File: src/rtl/window_fetch.sv
// 3x3 window fetcher for 2:1 downsampling: reads nine edge-clamped taps around
// (2*out_x, 2*out_y) and streams them into a window register file.
module window_fetch #(
    parameter int IMG_W = 256,
    parameter int IMG_H = 256
) (
    input  logic        clk,
    input  logic        rst,
    input  logic        start,
    output logic [15:0] mem_addr,
    output logic        mem_rd_en,
    input  logic [7:0]  mem_data,
    output logic [7:0]  reg_data,
    output logic [3:0]  reg_select,
    output logic        write_en,
    output logic        win_valid,
    input  logic        win_ack,
    output logic [7:0]  out_x,
    output logic [7:0]  out_y,
    output logic        busy,
    output logic        done
);

    typedef enum logic [2:0] {IDLE, FETCH, DRAIN, VALID, DONE} state_t;

    localparam logic [7:0]         OX_LAST = 8'(IMG_W / 2 - 1);
    localparam logic [7:0]         OY_LAST = 8'(IMG_H / 2 - 1);
    localparam logic signed [10:0] X_MAX   = 11'(IMG_W - 1);
    localparam logic signed [10:0] Y_MAX   = 11'(IMG_H - 1);

    state_t state, state_nxt;
    logic [3:0] k;
    logic [3:0] wr_sel;
    logic       wr_pend;
    logic [1:0] row, col;
    logic signed [10:0] tx, ty;
    logic [7:0] x_cl, y_cl;
    logic       last_win;

    assign last_win = (out_x == OX_LAST) && (out_y == OY_LAST);

    always_ff @(posedge clk or posedge rst) begin
        if (rst) state <= IDLE;
        else     state <= state_nxt;
    end

    always_comb begin
        state_nxt = state;
        case (state)
            IDLE:    if (start) state_nxt = FETCH;
            FETCH:   if (k == 4'd8) state_nxt = DRAIN;
            DRAIN:   state_nxt = VALID;
            VALID:   if (win_ack) state_nxt = last_win ? DONE : FETCH;
            DONE:    state_nxt = IDLE;
            default: state_nxt = IDLE;
        endcase
    end

    // Tap counter, window position and the one-cycle-delayed write strobe
    // that lines reg_select up with the returning read data.
    always_ff @(posedge clk or posedge rst) begin
        if (rst) begin
            k       <= '0;
            out_x   <= '0;
            out_y   <= '0;
            wr_pend <= 1'b0;
            wr_sel  <= '0;
        end else begin
            wr_pend <= (state == FETCH);
            wr_sel  <= (state == FETCH) ? k : '0;
            case (state)
                IDLE: begin
                    if (start) begin
                        k     <= '0;
                        out_x <= '0;
                        out_y <= '0;
                    end
                end
                FETCH: k <= k + 4'd1;
                VALID: begin
                    if (win_ack && !last_win) begin
                        k <= '0;
                        if (out_x == OX_LAST) begin
                            out_x <= '0;
                            out_y <= out_y + 8'd1;
                        end else begin
                            out_x <= out_x + 8'd1;
                        end
                    end
                end
                DONE: begin
                    out_x <= '0;
                    out_y <= '0;
                end
                default: ;
            endcase
        end
    end

    always_comb begin
        {row, col} = 4'b0000;
        case (k)
            4'd0: {row, col} = 4'b0000;
            4'd1: {row, col} = 4'b0001;
            4'd2: {row, col} = 4'b0010;
            4'd3: {row, col} = 4'b0100;
            4'd4: {row, col} = 4'b0101;
            4'd5: {row, col} = 4'b0110;
            4'd6: {row, col} = 4'b1000;
            4'd7: {row, col} = 4'b1001;
            4'd8: {row, col} = 4'b1010;
            default: {row, col} = 4'b0000;
        endcase
    end

    // Edge replication: clamp the signed tap coordinate into the image.
    always_comb begin
        tx = $signed({2'b00, out_x, 1'b0}) + $signed({9'd0, col}) - 11'sd1;
        ty = $signed({2'b00, out_y, 1'b0}) + $signed({9'd0, row}) - 11'sd1;
        if (tx < 11'sd0)      x_cl = '0;
        else if (tx > X_MAX)  x_cl = 8'(IMG_W - 1);
        else                  x_cl = tx[7:0];
        if (ty < 11'sd0)      y_cl = '0;
        else if (ty > Y_MAX)  y_cl = 8'(IMG_H - 1);
        else                  y_cl = ty[7:0];
    end

    always_comb begin
        mem_rd_en = (state == FETCH);
        mem_addr  = '0;
        if (state == FETCH)
            mem_addr = 16'(y_cl) * 16'(IMG_W) + 16'(x_cl);
    end

    assign reg_data   = mem_data;
    assign reg_select = wr_sel;
    assign write_en   = wr_pend;
    assign win_valid  = (state == VALID);
    assign busy       = (state != IDLE);
    assign done       = (state == DONE);

endmodule

File: config.mk
export PLATFORM = sky130hd
export DESIGN_NAME = window_fetch
export DESIGN_NICKNAME = d
export VERILOG_FILES = /design/src/rtl/window_fetch.sv
export SDC_FILE = /design/constraint.sdc
export NUM_CORES = 1
export LEC_CHECK = 0
export BUFFER_PORTS_ARGS = -buffer_cell sky130_fd_sc_hd__buf_2
export CORE_MARGIN = 3
export CORE_UTILIZATION = 50
export DETAILED_ROUTE_END_ITERATION = 7
export PLACE_DENSITY = 0.75
export SYNTH_ARGS = -nofsm -noshare
export SYNTH_HDL_FRONTEND = slang
export SYNTH_SLANG_ARGS = --single-unit
File: constraint.sdc
create_clock -name clk -period 10.2 [get_ports clk]
set_clock_uncertainty 0.2 [all_clocks]
set_input_delay 2.04 -clock clk [delete_from_list [all_inputs] [get_ports clk]]
set_output_delay 2.04 -clock clk [all_outputs]
set_load 0.03 [all_outputs]
==> results.cfg <==
[worst_setup_path]
crit_path_end_kind = primary output
critPathKind = flip-flop to primary output
critPathBufInv = 3
cp_max_fo = 8
critPathArrivalTime_ps = 3550
cp_common_cell = ha_1
crit_family = adder cells
cp-start-kind = flip-flop
max_stage_delay_ps = 530
slowest_stage = a221oi_2
path_cells = inv_1 -> ha_1 -> mux2i_1 -> nor2_1 -> a21oi_1 -> ha_1 -> inv_1 -> ha_1 -> fa_1 -> a211oi_1 -> nor3_1 -> a221oi_2 -> a31oi_1 -> buf_2
cp.required_ps = 7960

[logic_synthesis]
synth-warning-count = 0
synth_cell_types = 55
synth_area_leaders = dfrtp_1 26%, ha_1 17%, xnor2_1 5.2%
yosysMostFrequentCell = ha_1
synth_fp_nets = 364
synth_cells = 314
async_reset_ff_share_pct = 100.0
synth_top_area_cell = dfrtp_1
synth_top_area_share_pct = 26.05
seq_area_frac_synth_pct = 26.05
post_synth.cell_area_avg_um2 = 8.567
synth_common_cells = 36 x ha_1, 35 x inv_1, 28 x dfrtp_1, 28 x nor2_1, 19 x nand2_1
synth_edf_count = 0
synthFlopType = dfrtp_1
netlist_area_mm2 = 0.002690
synth-seq-cells = 28

[routing]
vias = 2279
drt-total-wl_mm = 5.592
met3_length_um = 178
wl_met2_mm = 2.678
firstDrtPassIters = 4
wl_per_cell_um = 13.41
via_per_inst = 5.465
drtIter0Drc = 60
drc = 0
top_layer_used = met4
final_antenna_net_count = 0
wl_met1_mm = 2.694

[cts]
numCtsBuffers = 3
insertion_delay_ps = 280
cts.sinks = 28
clk_pin_slew_ps = 100
cts_hold_buffers = 0
clockRootBuffer = clkbuf_8
clockBufferDepth = 2
cts_tree = done
cts_resized = 0
cts_max_level = 1
postCtsSetupRepairBufs = 0

[finish]
nFillCells = 510
num_antenna_cells = 0
final_nets = 398
area_growth_pct = 10.65
drive_above_1_share_pct = 18.73

[status]
status = finished, final reports clean

[die]
die_w_um = 79.35
ios = 61
start_util_pct = 52.34
die_h_um = 79.35
core_area_mm2 = 0.005140
dieArea_mm2 = 0.006296
num_rows = 26

[sta]
worst_pin_slew_ps = 1092
setup_viol = 0
drv_slew = 0
rsz0062_at_grt = no
min_period_ps = 5792
hold_violations = 0
maxSlewHeadroom_pct = 27.10
fmax_mhz = 172.6
fin_setup_tns_ps = 0
fin_crit_sh_pct = 56.79

[global_route]
overflow = 0
track_usage_pct = 18.44
grt_pass1_wl_mm = 9.522
grt_max_degree = 29
grt_pass1_vias = 2102
antenna_found_initial = 0

[place]
gp_congestion = 0.8321
place_hpwl_mm = 4.442
portBuffers = 44

[run]
maxCapViolCount = 0

[hold_path]
hold_class = flip-flop to flip-flop
## worst reg2reg max path, delay by kind of cell, from the launching register on
| kind | cells | cell delay, ps |
|---|---|---|
| AOI/OAI and AO/OA | 3 | 520 |
| adders and majority gates | 1 | 270 |
| buffers and inverters | 1 | 170 |
| DFF | 1 | 420 |
| and+or+nand+nor | 2 | 660 |
## area by class of cell
class                   count  area, um2  share of cell area, %
well taps                  70      87.58                  2.942
multi-input cells         235       1762                  59.18
inverters                  36      135.1                  4.540
clock inverters             1      30.03                  1.009
flip-flops and latches     28      700.7                  23.54
clock buffers               3      41.29                  1.387
repair buffers             44      220.2                  7.398
## path summary, 6_finish.rpt
check,cells past startpoint,slack (ps),to,start
worst max-delay path,14,4410,mem_addr[4],k[1]
worst min-delay path,1,390,state[1],state[2]
worst max register to register,7,7850,k[3],out_x[7]
worst min register to register,1,390,state[1],state[2]
max in group asynchronous,2,7330,out_y[3],rst
min in group asynchronous,2,1820,out_x[1],rst
## kinds of logic (layout without fill, tap and decap cells)
group / after synthesis / after routing / synth area share, %
AND/OR/NAND/NOR: 98 / 98 / 20.84
AO/OA/AOI/OAI: 77 / 77 / 19.21
buffers and inverters: 51 / 84 / 8.465
adder cells (fa/ha/maj): 38 / 38 / 18.23
flip-flops: 28 / 28 / 26.05
XOR/XNOR: 21 / 21 / 6.837
multiplexers: 1 / 1 / 0.3721
## through the flow
| stage | worst slack, ps | area [um2] | hold WS [ps] | utilization (%) | cells |
|---|---|---|---|---|---|
| 2_1_floorplan | 4888 | 2690 | 305.0 | - | 314 |
| 3_3_place_gp | 4802 | 2905 | 351.4 | 56.52 | 413 |
| 3_5_place_dp | 4721 | 2905 | 377.3 | 56.52 | 413 |
| 4_1_cts | 4381 | 2977 | 394.6 | 57.91 | 417 |
| 5_1_grt | 4031 | 2977 | 423.4 | 57.91 | 417 |
| 6_report | 4408 | 2977 | 390.9 | 57.91 | 417 |
## metal layers
layer	up-vias	GRT usage (%)
li1	1161	-
met1	1081	23.78
met2	32	33.00
met3	5	2.721
met4	0	3.093
met5	-	0
## sequential cells by signal (all words and copies together) (netlist names)
register	cells
k	4
reg_select	4
write_en	1
out_y	8
out_x	8
state	3
## placed cells by master, fill, tap and decap left out, drive strengths merged, types with 10 or more instances in the layout
cell / instances
nor2: 28
a31oi: 16
ha: 36
nand3: 10
a21oi: 15
buf: 44
xnor2: 16
o21ai: 21
inv: 36
nand2: 19
dfrtp: 28
Power is left out: the tool's default activity adds up to more than one toggle a clock period on the data nets, which glitch-free logic cannot reach.
